--- config.mk ---
export PLATFORM = sky130hd
export DESIGN_NAME = shift_unit_pipe_flat
export DESIGN_NICKNAME = d
export VERILOG_FILES = /design/src/rtl/shift_pkg.sv /design/src/rtl/shift_if.sv /design/src/rtl/shift_stage.sv /design/src/rtl/shift_unit_pipe.sv /design/src/flat_wrapper.sv
export SDC_FILE = /design/constraint.sdc
export NUM_CORES = 1
export LEC_CHECK = 0
export CORE_MARGIN = 2
export CORE_UTILIZATION = 40
export CTS_CLUSTER_DIAMETER = 30
export CTS_CLUSTER_SIZE = 40
export DETAILED_ROUTE_END_ITERATION = 8
export PLACE_DENSITY = 0.73
export SLEW_MARGIN = 40
export SYNTH_ARGS = -nofsm -noshare
export SYNTH_HDL_FRONTEND = slang
export SYNTH_SLANG_ARGS = --single-unit
--- constraint.sdc ---
create_clock -name clk -period 3.3 [get_ports clk]
set_input_delay 0.66 -clock clk [delete_from_list [all_inputs] [get_ports clk]]
set_output_delay 0.66 -clock clk [all_outputs]
set_load 0.01 [all_outputs]
--- src/rtl/shift_pkg.sv ---
// Shared types and elaboration-time helpers for the pipelined barrel shifter.
// The enum order fixes the op encoding: 00 SLL, 01 SRL, 10 SRA, 11 ROR.
package shift_pkg;

    typedef enum logic [1:0] {
        OP_SLL = 2'b00,
        OP_SRL = 2'b01,
        OP_SRA = 2'b10,
        OP_ROR = 2'b11
    } shift_op_e;

    // Number of mux levels needed to cover a shift range of 'value' positions.
    function automatic int log2_ceil(input int value);
        int r;
        r = 0;
        while ((1 << r) < value) begin
            r++;
        end
        return r;
    endfunction

    // Levels owned by every stage except possibly the last one.
    function automatic int lvls_per_stage(input int levels, input int stages);
        return (levels + stages - 1) / stages;
    endfunction

endpackage

--- src/rtl/shift_if.sv ---
// Handshake bundle for the shifter: request side (in_*) and result side (out_*).
// The issue logic / testbench holds the master modport, the shifter the slave one.
interface shift_if #(
    parameter int WIDTH = 64,
    parameter int TAG_W = 4
) ();
    import shift_pkg::*;

    logic                     in_valid;
    logic                     in_ready;
    shift_op_e                in_op;
    logic [WIDTH-1:0]         in_a;
    logic [$clog2(WIDTH)-1:0] in_shamt;
    logic [TAG_W-1:0]         in_tag;

    logic                     out_valid;
    logic                     out_ready;
    logic [WIDTH-1:0]         out_result;
    logic [TAG_W-1:0]         out_tag;
    logic                     out_err;

    modport master (
        output in_valid, in_op, in_a, in_shamt, in_tag, out_ready,
        input  in_ready, out_valid, out_result, out_tag, out_err
    );

    modport slave (
        input  in_valid, in_op, in_a, in_shamt, in_tag, out_ready,
        output in_ready, out_valid, out_result, out_tag, out_err
    );

endinterface

--- src/rtl/shift_stage.sv ---
// Combinational slice of the right-shift core: mux levels LVL_LO..LVL_HI.
// Level i shifts right by 2^i when shamt[i] is set; vacated MSBs take 'fill'.
// With SHIFT_ROTATE_EN defined an extra 'rot' input recirculates the LSBs
// instead of filling. An empty range (LVL_HI < LVL_LO) is a plain wire.
module shift_stage #(
    parameter int WIDTH  = 64,
    parameter int LVL_LO = 0,
    parameter int LVL_HI = 0
) (
    input  logic [WIDTH-1:0]         din,
    input  logic [$clog2(WIDTH)-1:0] shamt,
    input  logic                     fill,
`ifdef SHIFT_ROTATE_EN
    input  logic                     rot,
`endif
    output logic [WIDTH-1:0]         dout
);

    logic [WIDTH-1:0] acc;

    // Walk this stage's levels in order, each one conditionally shifting by its power of two
    always_comb begin
        acc = din;
        for (int i = LVL_LO; i <= LVL_HI; i++) begin
            if (shamt[i]) begin
`ifdef SHIFT_ROTATE_EN
                if (rot) begin
                    acc = (acc >> (1 << i)) | (acc << (WIDTH - (1 << i)));
                end else begin
                    acc = (acc >> (1 << i)) | ({WIDTH{fill}} & ~({WIDTH{1'b1}} >> (1 << i)));
                end
`else
                acc = (acc >> (1 << i)) | ({WIDTH{fill}} & ~({WIDTH{1'b1}} >> (1 << i)));
`endif
            end
        end
        dout = acc;
    end

endmodule

--- src/rtl/shift_unit_pipe.sv ---
// Pipelined barrel shifter (SLL/SRL/SRA, plus ROR when SHIFT_ROTATE_EN is defined).
// log2(WIDTH) right-shift mux levels are spread over STAGES register stages,
// LSB levels first. SLL reuses the right-shift core by bit-reversing the operand
// on entry and the result on exit. The whole pipe advances as one unit whenever
// the output register is empty or being consumed. Without SHIFT_ROTATE_EN, op 11
// runs as SRL and its result carries out_err=1.
module shift_unit_pipe
    import shift_pkg::*;
#(
    parameter int WIDTH  = 64,
    parameter int STAGES = 2,
    parameter int TAG_W  = 4
) (
    input logic   clk,
    input logic   rst,
    shift_if.slave bus
);

    localparam int SHW  = log2_ceil(WIDTH);
    localparam int LVLS = SHW;
    localparam int PER  = lvls_per_stage(LVLS, STAGES);

    logic adv;

    function automatic logic [WIDTH-1:0] bit_rev(input logic [WIDTH-1:0] v);
        logic [WIDTH-1:0] r;
        for (int i = 0; i < WIDTH; i++) begin
            r[i] = v[WIDTH-1-i];
        end
        return r;
    endfunction

    for (genvar k = 0; k < STAGES; k++) begin : g_stage
        localparam int  LO     = k * PER;
        localparam int  HI_RAW = (k + 1) * PER - 1;
        localparam int  HI     = (k == STAGES - 1) ? LVLS - 1 :
                                 ((HI_RAW > LVLS - 1) ? LVLS - 1 : HI_RAW);
        localparam bit  LAST   = (k == STAGES - 1);

        logic             src_valid;
        logic [WIDTH-1:0] src_value;
        logic [SHW-1:0]   src_shamt;
        shift_op_e        src_op;
        logic             src_fill;
        logic [TAG_W-1:0] src_tag;
        logic             src_err;

        logic [WIDTH-1:0] lvl_value;

        logic             valid_d, valid_q;
        logic [WIDTH-1:0] value_d, value_q;
        logic [SHW-1:0]   shamt_d, shamt_q;
        shift_op_e        op_d, op_q;
        logic             fill_d, fill_q;
        logic [TAG_W-1:0] tag_d, tag_q;
        logic             err_d, err_q;

        if (k == 0) begin : g_src
            // Entry stage: take the request from the bus, reverse left shifts, pick the fill bit
            always_comb begin
                src_valid = bus.in_valid;
                src_op    = bus.in_op;
                src_value = (bus.in_op == OP_SLL) ? bit_rev(bus.in_a) : bus.in_a;
                src_shamt = bus.in_shamt;
                src_fill  = (bus.in_op == OP_SRA) ? bus.in_a[WIDTH-1] : 1'b0;
                src_tag   = bus.in_tag;
`ifdef SHIFT_ROTATE_EN
                src_err   = 1'b0;
`else
                src_err   = (bus.in_op == OP_ROR);
`endif
            end
        end else begin : g_src
            // Later stages continue from the previous stage's register
            always_comb begin
                src_valid = g_stage[k-1].valid_q;
                src_op    = g_stage[k-1].op_q;
                src_value = g_stage[k-1].value_q;
                src_shamt = g_stage[k-1].shamt_q;
                src_fill  = g_stage[k-1].fill_q;
                src_tag   = g_stage[k-1].tag_q;
                src_err   = g_stage[k-1].err_q;
            end
        end

        shift_stage #(
            .WIDTH  (WIDTH),
            .LVL_LO (LO),
            .LVL_HI (HI)
        ) u_stage (
            .din   (src_value),
            .shamt (src_shamt),
            .fill  (src_fill),
`ifdef SHIFT_ROTATE_EN
            .rot   (src_op == OP_ROR),
`endif
            .dout  (lvl_value)
        );

        // Next register contents; the final stage undoes the SLL bit reversal
        always_comb begin
            valid_d = src_valid;
            value_d = lvl_value;
            if (LAST && (src_op == OP_SLL)) begin
                value_d = bit_rev(lvl_value);
            end
            shamt_d = src_shamt;
            op_d    = src_op;
            fill_d  = src_fill;
            tag_d   = src_tag;
            err_d   = src_err;
        end

        // Stage register: cleared on reset, frozen on stall, payload only loaded for real beats
        always_ff @(posedge clk) begin
            if (rst) begin
                valid_q <= 1'b0;
                value_q <= '0;
                shamt_q <= '0;
                op_q    <= OP_SLL;
                fill_q  <= 1'b0;
                tag_q   <= '0;
                err_q   <= 1'b0;
            end else if (adv) begin
                valid_q <= valid_d;
                if (valid_d) begin
                    value_q <= value_d;
                    shamt_q <= shamt_d;
                    op_q    <= op_d;
                    fill_q  <= fill_d;
                    tag_q   <= tag_d;
                    err_q   <= err_d;
                end
            end
        end
    end

    // Global advance: the pipe moves whenever the output slot is empty or being taken
    always_comb begin
        adv = !g_stage[STAGES-1].valid_q || bus.out_ready;
    end

    assign bus.in_ready   = adv;
    assign bus.out_valid  = g_stage[STAGES-1].valid_q;
    assign bus.out_result = g_stage[STAGES-1].value_q;
    assign bus.out_tag    = g_stage[STAGES-1].tag_q;
    assign bus.out_err    = g_stage[STAGES-1].err_q;

endmodule

--- src/flat_wrapper.sv ---
// flat-port wrapper written by rule: the top's interface ports become plain ports
module shift_unit_pipe_flat import shift_pkg::*;
#(
    parameter int WIDTH  = 64,
    parameter int STAGES = 2,
    parameter int TAG_W  = 4
)
  (clk, rst, bus_in_valid, bus_in_op, bus_in_a, bus_in_shamt, bus_in_tag, bus_out_ready, bus_in_ready, bus_out_valid, bus_out_result, bus_out_tag, bus_out_err);
  shift_if #(.WIDTH(WIDTH), .TAG_W(TAG_W)) bus_i ();
  input logic clk;
  input logic rst;
  input wire logic [$bits(bus_i.in_valid)-1:0] bus_in_valid;
  input wire logic [$bits(bus_i.in_op)-1:0] bus_in_op;
  input wire logic [$bits(bus_i.in_a)-1:0] bus_in_a;
  input wire logic [$bits(bus_i.in_shamt)-1:0] bus_in_shamt;
  input wire logic [$bits(bus_i.in_tag)-1:0] bus_in_tag;
  input wire logic [$bits(bus_i.out_ready)-1:0] bus_out_ready;
  output wire logic [$bits(bus_i.in_ready)-1:0] bus_in_ready;
  output wire logic [$bits(bus_i.out_valid)-1:0] bus_out_valid;
  output wire logic [$bits(bus_i.out_result)-1:0] bus_out_result;
  output wire logic [$bits(bus_i.out_tag)-1:0] bus_out_tag;
  output wire logic [$bits(bus_i.out_err)-1:0] bus_out_err;
  assign bus_i.in_valid = bus_in_valid;
  assign bus_i.in_op = bus_in_op;
  assign bus_i.in_a = bus_in_a;
  assign bus_i.in_shamt = bus_in_shamt;
  assign bus_i.in_tag = bus_in_tag;
  assign bus_i.out_ready = bus_out_ready;
  assign bus_in_ready = bus_i.in_ready;
  assign bus_out_valid = bus_i.out_valid;
  assign bus_out_result = bus_i.out_result;
  assign bus_out_tag = bus_i.out_tag;
  assign bus_out_err = bus_i.out_err;
  shift_unit_pipe #(.WIDTH(WIDTH), .STAGES(STAGES), .TAG_W(TAG_W)) u_core (.clk(clk), .rst(rst), .bus(bus_i));
endmodule
; After elaboration in Yosys (flattened, before gate mapping)
; Index checks and enable logic that the tools add are counted.
[op_classes]
eq_ne = 2
reduce_logical = 6
bitwise = 6
mux = 9
[op_table]
columns = op, n
row1 = $mux W64, 8
row2 = $or A32 B64 Y64, 1
row3 = $or A48 B64 Y64, 1
row4 = $or A56 B64 Y64, 1
row5 = $or A60 B64 Y64, 1
row6 = $or A62 B64 Y64, 1
row7 = $or A63 B64 Y64, 1
row8 = $eq A2 B2 Y1 const B, 2
row9 = $logic_not A2 Y1, 2
row10 = $reduce_and A2 Y1, 2
row11 = $logic_not A1 Y1, 1
row12 = $logic_or A1 B1 Y1, 1
row13 = $mux W1, 1
[totals]
out_inout_bits = 71
in_bits = 80
reg_bits = 149
word_cells = 34

; Depth between registers and ports, before layout
[logic_depth]
depth_word = 8
depth_mapped = 8
depth_no_buf = 5

; Cells and area by module
; A second synthesis with hierarchy kept.
[hier_totals]
hier_cells = 1339
area_unflattened_um2 = 11019.3
[by_module_without_submodules]
columns = module, instances, cells_per_inst, area_each_um2, seq_area_each_um2
row1 = shift_unit_pipe, 1, 823, 6867.8, 2982.9
row2 = shift_stage at u_core.g_stage[1].u_stage, 1, 265, 2088.3, 0.0
row3 = shift_stage at u_core.g_stage[0].u_stage, 1, 251, 2063.2, 0.0

; Least setup slack after synthesis
; Ideal clock, no wire load.
[synth_timing]
kind = input port to flip-flop
start = in bus_in_op[1]
end = reg u_core.g_stage[0].value_q[57]
cell_stages = 7
path_buffers = 2
setup_time_ps = 116
path_slack_ps = 775
required_time_ps = 3184
arrival_ps = 2409
path_cell_list = buf_6 nor2_2 buf_4 mux4_2 a222oi_1 o22ai_1 a31o_2
[synth_between]
elab_chain_len = 8
word_cells_on_any_way = 10
classes_between = eq/ne (1) / mux (5) / bitwise (3) / reduce/logical (1)
[synth_lines]
columns = item, line
row1 = "start, declared", flat_wrapper.sv:13  ; input wire logic [$bits(bus_i.in_op)-1:0] bus_in_op;
row2 = $eq A2 B2 Y1, shift_unit_pipe.sv:65  ; src_fill = (bus.in_op == OP_SRA) ? bus.in_a[WIDTH-1] : 1'b0;
row3 = $mux W1, shift_unit_pipe.sv:65
row4 = $or A63 B64 Y64, shift_stage.sv:33  ; acc = (acc >> (1 << i)) | ({WIDTH{fill}} & ~({WIDTH{1'b1}} >> (1 << i)));
row5 = $mux W64 *, shift_stage.sv:25  ; if (shamt[i]) begin
row6 = $or A62 B64 Y64, shift_stage.sv:33
row7 = $mux W64 *, shift_stage.sv:25
row8 = $or A60 B64 Y64, shift_stage.sv:33
row9 = $mux W64 *, shift_stage.sv:25
row10 = "end signal, assigned", shift_unit_pipe.sv:127  ; value_q <= value_d;
row11 = "end, declared", shift_unit_pipe.sv:51  ; logic [WIDTH-1:0] value_d, value_q;
; Mark *: on every way between the ends. The rest lies on a longest branch, timed or not.
; A chain may end at the register's enable or synchronous reset.

; Worst setup path in the final report
[layout_timing]
start = in bus_out_ready
end = out bus_in_ready
[layout_between]
elab_chain_len = 1
[layout_lines]
columns = item, line
row1 = "start, declared", flat_wrapper.sv:17  ; input wire logic [$bits(bus_i.out_ready)-1:0] bus_out_ready;
row2 = $logic_or A1 B1 Y1, shift_unit_pipe.sv:140  ; adv = !g_stage[STAGES-1].valid_q || bus.out_ready;
row3 = "end, declared", flat_wrapper.sv:18  ; output wire logic [$bits(bus_i.in_ready)-1:0] bus_in_ready;
; No other way between the ends.

==> metrics <==
status finished, final reports clean; WP buf/inv 2; Setup Skew 0.009564 ns; Synthesized Nets 1141; Post-synth EDFFs 0; cts hold-fix bufs 0; fin crit share 78.39%; initial DRC count 1118; startpoint types input port; H-tree levels 4; PwrDens 432.5 nW/um^2; Data arrival, critical path 1.93 ns; DRC errors left 0; Slew HR 58.70%; Final Max Tran Viols 0; Setup Fix Bufs, Post-CTS 0; critical-path cell list clkdlybuf4s50_1, nand2b_1, clkdlybuf4s50_1; crit end category primary output; worst slew pin tran 0.6195 ns; core area 24390 um^2; vias in the first global route 9188; cells after synthesis 1061; Crit path top cell by count clkdlybuf4s50_1; Seq cells post-synth 146; Die X 162.1 um; VDD IR-drop max 0.0003956 V; Logic pwr share 26.9%; DR WL/cell 21.92 um; Layout area overhead 24.05%; TritonCTS clock tree built; post-CTS sizing 0; placed cell area 11830 um^2; Via Count 9600; largest net degree at the start of global routing 65; crit path time final 2.587 ns; Synth area leader dfxtp_1; Layout fillers 2235; clk_lat worst skew 0.44 ns; top area cells in the synthesized netlist dfxtp_1, mux4_2, mux2i_1; CP required 2.64 ns; overall routed net length 32710 um; I/O Buffers 150; CP max-delay cell clkdlybuf4s50_1; Final Setup Violations 0; post-placement cell count 1461; gpl congestion 0.9393; post-synthesis cell area 9992 um^2; asr flop ratio synth 0%; Net Switching 1.676 mW; vias per cell 6.434; cts bufs inserted 17; Synth cell types 54; antenna diode count 0; Switching Share 31.27%; Hold Worst Slack 0.4533 ns; Ports 151; Routed Antenna Nets 0; Max Cap Violations 0; post-layout instance area 12400 um^2; Final nets 1236; TNS Setup 0 ns; Finished Layout Cells 1492; Int Pwr 3.685 mW; initial antenna violation count 0; Final Hold Viols 0; grt total ovfl 0; clk root buf clkbuf_16; CP Class input port to primary output; Die Area 26260 um^2; Mean Syn Cell Area 9.418 um^2; Pleak 4.730 nW; global-route wire length before repair 51870 um; delay-heaviest family, CP buffers and inverters; fmax 386.6 MHz; share of layout cells above drive strength 1 19.09%; RSZ-0062 raised after global routing no; Post-DP HPWL 24730 um; Core Rows 57; Die Ht 162.1 um; Synth warnings 0; Primary FF master, synth dfxtp_1; clock buffer depth 2; Seq pwr share 38.3%; CTS clk-pin slew, worst paths 0.06 ns; share of the synthesized area in the top cell type 29.25%; worst-path fanout max 7; Worst path max stage delay 0.58 ns; register area share after synthesis 29.25%; hold crit path type flop to flop; DRT Pass-1 Iters 5; Clk pwr share 34.8%; starting density of the core 40.97%; GRT Total Usage 25.00%; clock sinks 146
-- stage by stage --
stage	power (mW)	utilization (%)	setup slack [ns]
6_report	5.361	50.82	0.7131
5_1_grt	5.570	50.82	0.6448
4_1_cts	5.349	50.82	0.7106
3_5_place_dp	3.502	48.50	0.2849
3_3_place_gp	3.475	48.50	0.3234
2_1_floorplan	2.946	-	0.7751
-- cells in the final DEF (no fill, tap or decap), types with 8 or more instances in the layout --
master	synthesis	final
a32o_1	34	34
buf_12	0	8
nor2_1	48	46
clkbuf_16	0	18
o22ai_1	36	36
dfxtp_1	146	144
a21oi_1	71	71
inv_1	9	9
a31o_2	35	35
and2_1	8	8
nand2_1	154	153
o221ai_1	21	21
o21ai_0	20	20
a22oi_1	33	33
buf_4	1	31
mux2i_1	105	105
mux4_2	77	77
nand3_1	26	26
mux2_2	27	27
clkdlybuf4s50_1	0	149
a221o_1	16	16
o31ai_1	13	13
-- routing by layer --
layer	vias to the layer above	track usage, %	part of all wire, %
met4	0	9.694	3.5
met1	4635	33.63	41
li1	4331	-	-
met2	556	39.52	46
met5	-	0	0
met3	78	5.235	9.6
-- cell type report --
type / count / area (um^2) / share of cell area (%)
flip-flops and latches: 146 / 2928 / 23.62
repair buffers: 188 / 1884 / 15.20
clock buffers: 22 / 485.5 / 3.916
clock inverters: 9 / 80.08 / 0.6460
inverters: 13 / 48.80 / 0.3937
multi-input cells: 790 / 6564 / 52.95
well taps: 324 / 405.4 / 3.270
-- worst min-delay path: stages, from the launching register on --
cell and delay, ns:
dfxtp_1 0.31, nand2_1 0.05, a21oi_1 0.05
-- worst paths after layout --
path / slack [ns] / end / cells past startpoint / from
worst min-delay path: 0.45 / u_core.bus.out_tag[0]$_SDFFE_PP0P_ / 2 / u_core.g_stage[0].tag_q[0]$_SDFFE_PP0P_
worst max register to register: 0.97 / u_core.bus.out_result[0]$_SDFFE_PP0P_ / 5 / u_core.g_stage[0].shamt_q[3]$_SDFFE_PP0P_
worst max-delay path: 0.71 / bus_in_ready / 3 / bus_out_ready
worst min register to register: 0.45 / u_core.bus.out_tag[0]$_SDFFE_PP0P_ / 2 / u_core.g_stage[0].tag_q[0]$_SDFFE_PP0P_
-- power by group through the flow --
stage               Sequential (mW)  Combinational (mW)  Clock [mW]
finish                         2.06                1.44        1.86
global route                   2.07                1.55        1.96
CTS                            2.05                1.42        1.88
detailed placement             2.09                1.42           0
global placement               2.08                1.40           0
floorplan                      2.02               0.925           0
-- flip-flops by register name (all words and copies together), names as in the netlist --
register,flops
u_core.g_stage.value_q,64
u_core.bus.out_valid,1
u_core.g_stage.op_q,2
u_core.g_stage.err_q,1
u_core.g_stage.valid_q,1
u_core.g_stage.shamt_q,3
u_core.bus.out_result,64
u_core.g_stage.fill_q,1
u_core.g_stage.tag_q,4
u_core.bus.out_tag,4
u_core.bus.out_err,1
-- synthesized netlist by cell type, drive strengths merged (2+ instances only) --
library cell,number
a32o,34
buf,40
nor3,8
a222oi,7
o22ai,36
dfxtp,146
a22oi,33
o211a,2
nor3b,2
nor2,49
or2,4
o211ai,4
nand2b,2
a21o,4
a221o,16
nand2,154
inv,12
o21ai,20
clkbuf,72
and3,3
mux4,77
mux2i,105
a21oi,71
o221ai,21
mux2,27
nor2b,6
a211o,3
a211oi,5
a31o,35
o31ai,13
and2,8
o21a,2
nand3,26
a31oi,2
-- cells by family (layout without fill, tap and decap cells) --
group | after synthesis | after routing | synth area share, %
AND/OR/NAND/NOR | 264 | 264 | 11.19
buffers and inverters | 125 | 232 | 5.234
flip-flops | 146 | 146 | 29.25
AO/OA/AOI/OAI | 317 | 317 | 23.40
multiplexers | 209 | 209 | 30.92
Power figures use the tool's default switching activity.
